`src/rtl/alu_execute_stage.sv`:
```
`default_nettype none
// ============================================================================
// Module      : alu_execute_stage
// Description : Single-issue execute stage with an 8-entry register file.
//               Handles NOP/ADD/SUB/AND/OR/XOR/SLL in one cycle and MUL as an
//               iterative shift-add that takes WIDTH cycles.
// Revision    : 1.0 - initial release
// ============================================================================
module alu_execute_stage #(
    parameter int WIDTH = 8
) (
    input  logic             clk,
    input  logic             reset,
    input  logic             in_valid,
    output logic             in_ready,
    input  logic [2:0]       opcode,
    input  logic [2:0]       rs1,
    input  logic [2:0]       rs2,
    input  logic [2:0]       rd,
    input  logic             init_we,
    input  logic [2:0]       init_addr,
    input  logic [WIDTH-1:0] init_data,
    input  logic [2:0]       dbg_addr,
    output logic [WIDTH-1:0] dbg_data,
    output logic             out_valid,
    output logic [WIDTH-1:0] result,
    output logic [2:0]       result_rd,
    output logic             zero_flag,
    output logic             carry_flag
);

    localparam int              c_CW      = (WIDTH > 1) ? $clog2(WIDTH) : 1;
    localparam logic [c_CW-1:0] c_LAST    = c_CW'(WIDTH - 1);

    localparam logic [0:0]      c_ST_IDLE = 1'b0;
    localparam logic [0:0]      c_ST_MUL  = 1'b1;

    localparam logic [2:0]      c_OP_NOP  = 3'd0;
    localparam logic [2:0]      c_OP_ADD  = 3'd1;
    localparam logic [2:0]      c_OP_SUB  = 3'd2;
    localparam logic [2:0]      c_OP_AND  = 3'd3;
    localparam logic [2:0]      c_OP_OR   = 3'd4;
    localparam logic [2:0]      c_OP_XOR  = 3'd5;
    localparam logic [2:0]      c_OP_SLL  = 3'd6;
    localparam logic [2:0]      c_OP_MUL  = 3'd7;

    logic [WIDTH-1:0]   r_regs [8];
    logic [0:0]         r_state;
    logic [0:0]         w_state_next;

    logic [WIDTH-1:0]   w_a;
    logic [WIDTH-1:0]   w_b;
    logic               w_accept;
    logic [WIDTH:0]     w_sum;
    logic [2*WIDTH-1:0] w_shl;
    logic [WIDTH-1:0]   w_alu_res;
    logic               w_alu_carry;

    // Multiplier datapath: multiplicand shifts left, multiplier shifts right
    logic [2*WIDTH-1:0] r_mcand;
    logic [WIDTH-1:0]   r_mplier;
    logic [2*WIDTH-1:0] r_acc;
    logic [2*WIDTH-1:0] w_acc_next;
    logic [c_CW-1:0]    r_count;
    logic [2:0]         r_mul_rd;
    logic               w_mul_done;

    assign in_ready   = (r_state == c_ST_IDLE) && !reset;
    assign w_accept   = in_valid && in_ready;
    assign w_a        = r_regs[rs1];
    assign w_b        = r_regs[rs2];
    assign dbg_data   = r_regs[dbg_addr];

    assign w_sum      = {1'b0, w_a} + {1'b0, w_b};
    assign w_shl      = {{WIDTH{1'b0}}, w_a} << w_b[2:0];
    assign w_acc_next = r_acc + (r_mplier[0] ? r_mcand : '0);
    assign w_mul_done = (r_state == c_ST_MUL) && (r_count == c_LAST);

    // Single-cycle ALU result and carry for the op being accepted
    always_comb begin
        w_alu_res   = '0;
        w_alu_carry = 1'b0;
        case (opcode)
            c_OP_ADD: begin
                w_alu_res   = w_sum[WIDTH-1:0];
                w_alu_carry = w_sum[WIDTH];
            end
            c_OP_SUB: begin
                w_alu_res   = w_a - w_b;
                w_alu_carry = (w_a < w_b);
            end
            c_OP_AND: w_alu_res = w_a & w_b;
            c_OP_OR:  w_alu_res = w_a | w_b;
            c_OP_XOR: w_alu_res = w_a ^ w_b;
            c_OP_SLL: begin
                w_alu_res   = w_shl[WIDTH-1:0];
                w_alu_carry = |w_shl[2*WIDTH-1:WIDTH];
            end
            default: begin
                w_alu_res   = '0;
                w_alu_carry = 1'b0;
            end
        endcase
    end

    // Next-state: MUL accepted from IDLE enters MUL; last iteration returns
    always_comb begin
        w_state_next = r_state;
        case (r_state)
            c_ST_IDLE: if (w_accept && (opcode == c_OP_MUL)) w_state_next = c_ST_MUL;
            c_ST_MUL:  if (r_count == c_LAST)                w_state_next = c_ST_IDLE;
            default:   w_state_next = c_ST_IDLE;
        endcase
    end

    // State register
    always_ff @(posedge clk) begin
        if (reset) r_state <= c_ST_IDLE;
        else       r_state <= w_state_next;
    end

    // Register file, multiplier iteration and result/flag outputs
    always_ff @(posedge clk) begin
        if (reset) begin
            for (int i = 0; i < 8; i++) r_regs[i] <= '0;
            out_valid  <= 1'b0;
            result     <= '0;
            result_rd  <= '0;
            zero_flag  <= 1'b0;
            carry_flag <= 1'b0;
            r_mcand    <= '0;
            r_mplier   <= '0;
            r_acc      <= '0;
            r_count    <= '0;
            r_mul_rd   <= '0;
        end else begin
            out_valid <= 1'b0;
            // Preload first so a same-index ALU writeback below overrides it
            if (init_we && in_ready) r_regs[init_addr] <= init_data;
            if (w_accept) begin
                if (opcode == c_OP_MUL) begin
                    r_mcand  <= {{WIDTH{1'b0}}, w_a};
                    r_mplier <= w_b;
                    r_mul_rd <= rd;
                    r_acc    <= '0;
                    r_count  <= '0;
                end else if (opcode != c_OP_NOP) begin
                    r_regs[rd] <= w_alu_res;
                    result     <= w_alu_res;
                    result_rd  <= rd;
                    zero_flag  <= (w_alu_res == '0);
                    carry_flag <= w_alu_carry;
                    out_valid  <= 1'b1;
                end
            end
            if (r_state == c_ST_MUL) begin
                r_acc    <= w_acc_next;
                r_mcand  <= r_mcand << 1;
                r_mplier <= r_mplier >> 1;
                r_count  <= r_count + c_CW'(1);
                if (w_mul_done) begin
                    r_regs[r_mul_rd] <= w_acc_next[WIDTH-1:0];
                    result           <= w_acc_next[WIDTH-1:0];
                    result_rd        <= r_mul_rd;
                    zero_flag        <= (w_acc_next[WIDTH-1:0] == '0);
                    carry_flag       <= |w_acc_next[2*WIDTH-1:WIDTH];
                    out_valid        <= 1'b1;
                end
            end
        end
    end

endmodule
`default_nettype wire

```
`config.mk`:
```
export PLATFORM = sky130hd
export DESIGN_NAME = alu_execute_stage
export DESIGN_NICKNAME = d
export VERILOG_FILES = /design/src/rtl/alu_execute_stage.sv
export SDC_FILE = /design/constraint.sdc
export NUM_CORES = 1
export LEC_CHECK = 0
export ABC_AREA = 1
export CAP_MARGIN = 20
export CORE_MARGIN = 3
export CORE_UTILIZATION = 50
export CTS_CLUSTER_DIAMETER = 200
export DETAILED_ROUTE_END_ITERATION = 12
export PLACE_DENSITY_LB_ADDON = 0.12
export RECOVER_POWER = 100
export SLEW_MARGIN = 5
export SYNTH_ARGS = -nofsm -noshare
export SYNTH_HDL_FRONTEND = slang
export SYNTH_SLANG_ARGS = --single-unit
```
`constraint.sdc`:
```
create_clock -name clk -period 3.5 [get_ports clk]
set_clock_uncertainty 0.05 [all_clocks]
set_input_delay 0.7 -clock clk [delete_from_list [all_inputs] [get_ports clk]]
set_output_delay 0.7 -clock clk [all_outputs]
set_load 0.05 [all_outputs]
```
Word-level counts from Yosys, hierarchy flattened --
Memory sizes are Yosys's and may differ from the RTL's. Index checks and enable logic that the tools add are counted.
Cells by class: reductions and logical operators 19, eq/ne operators 8, muxes and demuxes 63, shift-type cells 1, order comparisons 1, bitwise logic cells 4, add/subtract/negate cells 4
Operator list (number):
- $mux W16 | 7
- $mux W8 | 8
- $pmux W8 S6 | 1
- $reduce_or A8 Y1 | 5
- $mux W3 | 11
- $mux W1 | 31
- $mux W7 | 3
- $add A16 B16 Y16 | 1
- $logic_not A8 Y1 | 2
- $shl A8 B3 Y16 | 1
- $eq A3 B3 Y1 const B | 5
- $add A8 B8 Y9 | 1
- $and A8 B8 Y8 | 1
- $lt A8 B8 Y1 | 1
- $or A8 B8 Y8 | 1
- $sub A8 B8 Y8 | 1
- $xor A8 B8 Y8 | 1
- $eq A3 B2 Y1 const B | 2
- $logic_and A1 B1 Y1 | 5
- $reduce_and A2 Y1 | 2
- $reduce_bool A2 Y1 | 2
- $add A3 B1 Y3 const B | 1
- $eq A3 B1 Y1 const B | 1
- $pmux W1 S3 | 1
- other kinds (5) | 5
Storage, ports and cells: logic and storage cells 114, memory bits (writable) 64, memories kept 1, bits in registers 61, bits of input ports 30
Memories:
- r_regs | words 8, bits a word 8, read ports 3, clocked after memory_dff 0, wr ports 8, line 47 | logic [WIDTH-1:0] r_regs [8];

Depth between registers and ports, before layout --
Gate-level depths: netlist of run 1.
word-level depth 9, gate-level depth with buffers 23, mapped depth without buffers 20

Worst setup path after synthesis of run 1 --
OpenSTA, ideal clock, no wires.
path kind input to register, start point input port rs2[1], end point memory r_regs[0][7], data pin, setup slack -67 ps, required time 3179 ps, stages 20, setup time 271 ps, arrival 3246 ps, path through buf_2 -> inv_2 -> buf_1 -> a21oi_1 -> o21ai_0 -> nand2_1 -> inv_1 -> o21ai_0 -> inv_1 -> ha_1 -> clkbuf_1 -> inv_1 -> nor3_1 -> nand2_1 -> o211ai_1 -> xor2_1 -> nand2_1 -> o21ai_1 -> nor2_4 -> o22ai_1
RTL lines:
- from (decl) | line 18 | input logic [2:0] rs2,
- to (decl) | line 47

==> results.json, run 1 <==
{
  "ant_nets": 0,
  "maximum_number_of_pins_on_one_net_before_global_route_repair": 56,
  "number_of_enable_type_register_cells_in_the_synthesized_netlist": 64,
  "htree_num_levels": 4,
  "relSlewSlack_pct": 22.6,
  "cts-hold-fix-buffers": 0,
  "crit_path_start_kind": "primary input",
  "setup_ws_ns": 0.128,
  "cellInternalPower_mw": 3.10,
  "power.leakage_nw": 5.42,
  "power.density_cell_area_nw_per_um2": 402,
  "clk_path_buf_depth": 2,
  "path_max_fanout": 13,
  "synth_warnings": 0,
  "detailedPlace.worstSlack_ns": -0.608,
  "drt-met1-wl_microns": 14800,
  "ios": 53,
  "globalRouteTotalUtil_pct": 31.3,
  "power_frac_comb_pct": 28.1,
  "path_delay_family": "simple AND/OR/NAND/NOR gates",
  "switching_share_pct": 33.0,
  "critPathKind": "in -> reg",
  "slew_violations": 0,
  "core_region_area_sq_um": 18200,
  "synth.top_cell.area_share_pct": 20.4,
  "vias_per_cell": 5.62,
  "overflow": 0,
  "antenna_found_initial": 0,
  "dp_cell_count": 1743,
  "worstMarginPinSlew_ns": 1.16,
  "synthesis.area_per_instance_sq_um": 6.66,
  "cts_tree": "done",
  "power.net_switching_mw": 1.53,
  "cells_along_the_critical_path": "clkdlybuf4s50_1, inv_1, buf_4, nand2_1, nand2_2, inv_2, ha_1, nand3_1, nand3_1, nand2_1, nand2_1, a21oi_1, or2_2, nand3_1, nand2_2, nor2_4, o22ai_1",
  "instances_no_fill": 1776,
  "dr_wl_cell_microns": 17.9,
  "clock_sink_count": 125,
  "detailedPlacementHpwl_microns": 24800,
  "floorplan.initialDensity_pct": 51.6,
  "synth.cell_area_sq_um": 9400,
  "first_global_vias": 9073,
  "dominant_cells_by_area_after_synthesis": "edfxtp_1 (20%), nand2_1 (18%), dfxtp_1 (13%)",
  "layout_common_cells": "nand2_1 (442), inv_1 (172), a21oi_1 (107)",
  "place.port_buffers": 52,
  "synth_seq_cells": 125,
  "rsz0062_at_grt": "true",
  "detailedRoute.firstIterationViolations": 1067,
  "synth_cell_types": 48,
  "die_height_microns": 143,
  "timing.max_cap.violations": 0,
  "flow.area_growth_from_synthesis_pct": 22.7,
  "synthDominantAreaCellType": "edfxtp_1",
  "critical_path.slowest_cell": "clkdlybuf4s50_1",
  "die_x_microns": 143,
  "routed_wl_microns": 31800,
  "cts-buffers-inserted": 17,
  "crit_arrival_ns": 3.47,
  "seq_area_frac_synth_pct": 33.4,
  "synth_top_flop_cell": "edfxtp_1",
  "fin_crit_ns": 3.37,
  "finalHoldViolCount": 0,
  "wl_met3_microns": 3070,
  "seq_power_share_pct": 35.4,
  "final_antenna_diode_count": 0,
  "layout.filler_cells": 1699,
  "ctsRootBufferMaster": "clkbuf_16",
  "global_route_wire_length_before_repair_microns": 49600,
  "layout.cells.most_common": "nand2_1",
  "postSynth.asyncResetShare_pct": 0,
  "worstRegToRegCells": 14,
  "p_clk_share_pct": 36.5,
  "dr.pass1.iters": 5,
  "drive_above_1_share_pct": 13.3,
  "syn_nets": 1487,
  "num_vias": 9985,
  "finalNetCount": 1610,
  "clock.fmax_mhz": 297,
  "routabilityCongestion": 0.988,
  "number_of_design_rule_violations_left_after_detail_routing": 0,
  "worst_skew_pair_latency_ns": 0.42,
  "critical_path_buf_inv_count": 4,
  "critPathRequiredTime_ns": 3.60,
  "critical_path.max_stage_delay_ns": 0.42,
  "wire_length_on_met2_microns": 13100,
  "final_min_period_over_clock_period_pct": 96.3,
  "holdPathStages": 2,
  "synthesis.instances": 1411,
  "rows": 49,
  "hold_path.class": "reg -> reg",
  "routed.top_layer": "met4",
  "clk_pin_slew_worst_paths_ns": 0.06,
  "endpoint_kind": "flop",
  "setup_violations": 0,
  "dieArea_sq_um": 20500,
  "max-vdd-ir-drop_uv": 430,
  "path_depth": 17,
  "status": "finished, final reports clean"
}
==> power by group through the flow <==
| stage | clock, mW | sequential (mW) | combinational (mW) |
|---|---|---|---|
| after floorplan | 0 | 1.68 | 0.684 |
| after global placement | 0 | 1.67 | 1.25 |
| after detailed placement | 0 | 1.67 | 1.25 |
| after CTS | 1.70 | 1.64 | 1.28 |
| after global routing | 1.76 | 1.64 | 1.41 |
| final | 1.69 | 1.64 | 1.30 |
==> synth_stat cells, types with 7 or more instances <==
master      n
a21oi_1   107
a221oi_1    8
a31oi_1    22
buf_2       7
clkbuf_1   40
dfxtp_1    61
edfxtp_1   64
ha_1       43
inv_1     172
inv_2      13
nand2_1   443
nand2_2     7
nand3_1    86
nand4_1     7
nor2_1     81
nor3_1     12
o21ai_0    87
o22ai_1    72
xor2_1     10
==> final timing paths <==
path / start / endpoint / slack (ns)
setup reg to reg: r_regs[1][0] / r_regs[1][6] / 0.36
setup / recovery: rs2[2] / r_regs[6][5] / 0.13
hold / removal: r_mul_rd[0] / r_mul_rd[0] / 0.42
hold reg to reg: r_mul_rd[0] / r_mul_rd[0] / 0.42
==> logic make-up after synthesis <==
| family | share of synthesized area (%) |
|---|---|
| fa+ha+maj | 6.36 |
| compound gates | 18.7 |
| buf+inv | 11.0 |
| xor+xnor | 1.40 |
| simple gates | 29.1 |
| flops | 33.4 |
==> routing by layer <==
metal | vias to the layer above | global-route usage (%)
met5 | - | 0
met2 | 480 | 44.6
met3 | 52 | 5.09
met4 | 0 | 9.10
met1 | 4527 | 48.5
li1 | 4926 | -
==> registers in the layout, indices dropped and copies added (netlist names) <==
name        count
r_regs         64
r_acc          16
r_mcand        16
r_mplier        8
result          8
r_count         3
r_mul_rd        3
result_rd       3
carry_flag      1
out_valid       1
r_state         1
zero_flag       1
==> stage by stage <==
step	utilization [%]	TNS (ns)	area (sq um)	hold slack [ns]	total power, mW
finish	63.3	0	11500	0.415	4.63
CTS	63.3	0	11500	0.416	4.62
floorplan	-	0	9400	0.391	2.37
detailed placement	59.8	-32.74	10900	0.408	2.92
global placement	59.8	-32.12	10900	0.402	2.92
global route	63.3	-0.212	11500	0.429	4.81
==> worst register-to-register path, stage by stage (launching register included) <==
cell,delay [ns]
edfxtp_1,0.37
inv_1,0.24
nand2_1,0.09
nand3_1,0.09
nand2_1,0.05
nand2_1,0.06
nand2_2,0.10
ha_1,0.29
fa_1,0.50
nand4_1,0.12
nand3_1,0.10
o21ai_0,0.20
nand4_1,0.29
inv_2,0.24
o22ai_1,0.10
==> timing repair <==
action	4_1_cts	5_1_grt
gates resized for setup	15	15
pin swaps	2	1
endpoints found under the setup margin	52	61
setup buffers	0	0
endpoints found under the hold margin	0	0
cloned	1	0
==> cell type report <==
type / count / area, sq um / share of cell area, %
Multi-Input combinational cell: 1036 / 5300 / 46.0
Sequential cell: 125 / 3140 / 27.3
Timing Repair Buffer: 165 / 1510 / 13.1
Inverter: 189 / 721 / 6.25
Clock buffer: 18 / 439 / 3.81
Tap cell: 229 / 287 / 2.48
Clock inverter: 14 / 131 / 1.14
Power figures use the tool's default switching activity.
==> run 2: changes to the inputs <==
--- a/config.mk
+++ b/config.mk
@@ -9,10 +9,11 @@
 export CAP_MARGIN = 20
 export CORE_MARGIN = 3
 export CORE_UTILIZATION = 50
-export CTS_CLUSTER_DIAMETER = 200
+export CTS_CLUSTER_DIAMETER = 100
 export DETAILED_ROUTE_END_ITERATION = 12
 export PLACE_DENSITY_LB_ADDON = 0.12
 export RECOVER_POWER = 100
+export SKIP_CTS_REPAIR_TIMING = 1
 export SLEW_MARGIN = 5
 export SYNTH_ARGS = -nofsm -noshare
 export SYNTH_HDL_FRONTEND = slang
==> run 2 against run 1 <==
Worst hold slack about the same. Count of clock-buffer cells in the layout unchanged. Wire length up 0.18%. Via count up 0.92%.
==> results.json, run 2 (synthesis gave the netlist of run 1 again) <==
{
  "final_antenna_diode_count": 0,
  "drive_above_1_share_pct": 13.1,
  "maximum_number_of_pins_on_one_net_before_global_route_repair": 56,
  "critPathRequiredTime_ns": 3.60,
  "power_frac_comb_pct": 28.2,
  "routed_wl_microns": 31800,
  "power.leakage_nw": 5.45,
  "cts_tree": "done",
  "flow.area_growth_from_synthesis_pct": 22.8,
  "number_of_design_rule_violations_left_after_detail_routing": 0,
  "layout.cells.most_common": "nand2_1",
  "die_x_microns": 143,
  "largest-register": "r_regs",
  "rows": 49,
  "timing.rr.start": "r_regs[1][0]",
  "fin_crit_ns": 3.37,
  "die_height_microns": 143,
  "fin_tns_setup_ns": 0,
  "clock_sink_count": 125,
  "ios": 53,
  "power.net_switching_mw": 1.53,
  "dr_wl_cell_microns": 17.9,
  "endpoint_kind": "flop",
  "finalNetCount": 1610,
  "crit_path_start_kind": "primary input",
  "final_min_period_over_clock_period_pct": 96.2,
  "global_route_wire_length_before_repair_microns": 49300,
  "dieArea_sq_um": 20500,
  "floorplan.initialDensity_pct": 51.6,
  "seq_power_share_pct": 35.4,
  "r2r_end": "r_regs[7][4]",
  "clk_pin_slew_worst_paths_ns": 0.06,
  "hp-start": "r_mul_rd[0]",
  "ant_nets": 0,
  "slew_violations": 0,
  "hold-worst-slack_ns": 0.415,
  "overflow": 0,
  "rsz0062_at_grt": "true",
  "p_clk_share_pct": 36.4,
  "largest_register_ff_count": 64,
  "globalRouteTotalUtil_pct": 31.1,
  "holdPathStages": 2,
  "detailedPlacementHpwl_microns": 24800,
  "critPathKind": "in -> reg",
  "switching_share_pct": 32.9,
  "routabilityCongestion": 0.988,
  "layout_common_cells": "nand2_1 (442), inv_1 (172), a21oi_1 (107)",
  "worst_skew_pair_latency_ns": 0.42,
  "setup_violations": 0,
  "worst-r2r-setup-slack_ns": 0.35,
  "ctsRootBufferMaster": "clkbuf_16",
  "power.density_cell_area_nw_per_um2": 401,
  "first_global_vias": 9060,
  "cts-buffers-inserted": 17,
  "detailedRoute.firstIterationViolations": 955,
  "clock.fmax_mhz": 297,
  "hold_path.class": "reg -> reg",
  "min_to": "r_mul_rd[0]",
  "worstMarginPinSlew_ns": 1.17,
  "biggestRegsByFlops": "r_regs: 64 flops, r_acc: 16 flops, r_mcand: 16 flops",
  "relSlewSlack_pct": 21.9,
  "max-vdd-ir-drop_uv": 429,
  "clk_path_buf_depth": 2,
  "status": "finished, final reports clean",
  "htree_num_levels": 4,
  "cellInternalPower_mw": 3.10,
  "antenna_found_initial": 0,
  "finalHoldViolCount": 0,
  "worstRegToRegCells": 16,
  "place.port_buffers": 52,
  "core_region_area_sq_um": 18200,
  "path_max_fanout": 13,
  "crit_arrival_ns": 3.47,
  "vias_per_cell": 5.67,
  "num_vias": 10077,
  "timing.max_cap.violations": 0,
  "dr.pass1.iters": 5
}
run 2: area by class of cell:
class / count / area (sq um)
Fill cell: 1697 / 6660
Multi-Input combinational cell: 1036 / 5300
Sequential cell: 125 / 3140
Timing Repair Buffer: 165 / 1530
Inverter: 189 / 721
Clock buffer: 18 / 439
Tap cell: 229 / 287
Clock inverter: 14 / 131
run 2: through the flow:
| step | area, sq um | cells | worst slack [ns] | power [mW] | util, % |
|---|---|---|---|---|---|
| after detailed placement | 10900 | 1743 | -0.608 | 2.92 | 59.8 |
| after global placement | 10900 | 1743 | -0.585 | 2.92 | 59.8 |
| final | 11500 | 1776 | 0.135 | 4.63 | 63.4 |
| after global routing | 11500 | 1776 | -0.0297 | 4.81 | 63.4 |
| after floorplan | 9400 | 1411 | 0.0267 | 2.37 | - |
| after CTS | 11500 | 1775 | -0.184 | 4.59 | 62.9 |
run 2: routing by layer:
metal	wire, microns	part of all wire (%)	GRT usage (%)
met5	0	0	0
met4	709	2.2	9.40
met3	3250	10	5.06
met2	13100	41	44.2
met1	14700	46	48.3
run 2: worst max path at each step:
stage,start,to,slack [ns],depth (start not counted)
after floorplan,rs2[1],r_regs[2][6],0.03,21
after global placement,rs2[0],r_regs[5][2],-0.58,17
after detailed placement,rs2[0],r_regs[1][5],-0.61,21
after CTS,rs2[0],r_regs[1][6],-0.18,20
after global routing,rs2[2],r_regs[0][5],-0.03,17
final,rs2[2],r_regs[6][5],0.13,17
run 2: power groups by stage:
| stage | logic [mW] | registers (mW) | clock network [mW] |
|---|---|---|---|
| 2_1_floorplan | 0.684 | 1.68 | 0 |
| 3_3_place_gp | 1.25 | 1.67 | 0 |
| 3_5_place_dp | 1.25 | 1.67 | 0 |
| 4_1_cts | 1.26 | 1.64 | 1.70 |
| 5_1_grt | 1.41 | 1.64 | 1.76 |
| 6_report | 1.31 | 1.64 | 1.69 |
run 2: critical path: stages:
cell	delay, ns
clkdlybuf4s50_1	0.42
inv_1	0.30
buf_4	0.18
nand2_1	0.06
nand2_2	0.07
inv_2	0.04
ha_1	0.34
nand3_1	0.09
nand3_1	0.16
nand2_1	0.09
nand2_1	0.07
a21oi_1	0.06
or2_2	0.27
nand3_1	0.08
nand2_2	0.18
nor2_4	0.24
o22ai_1	0.10
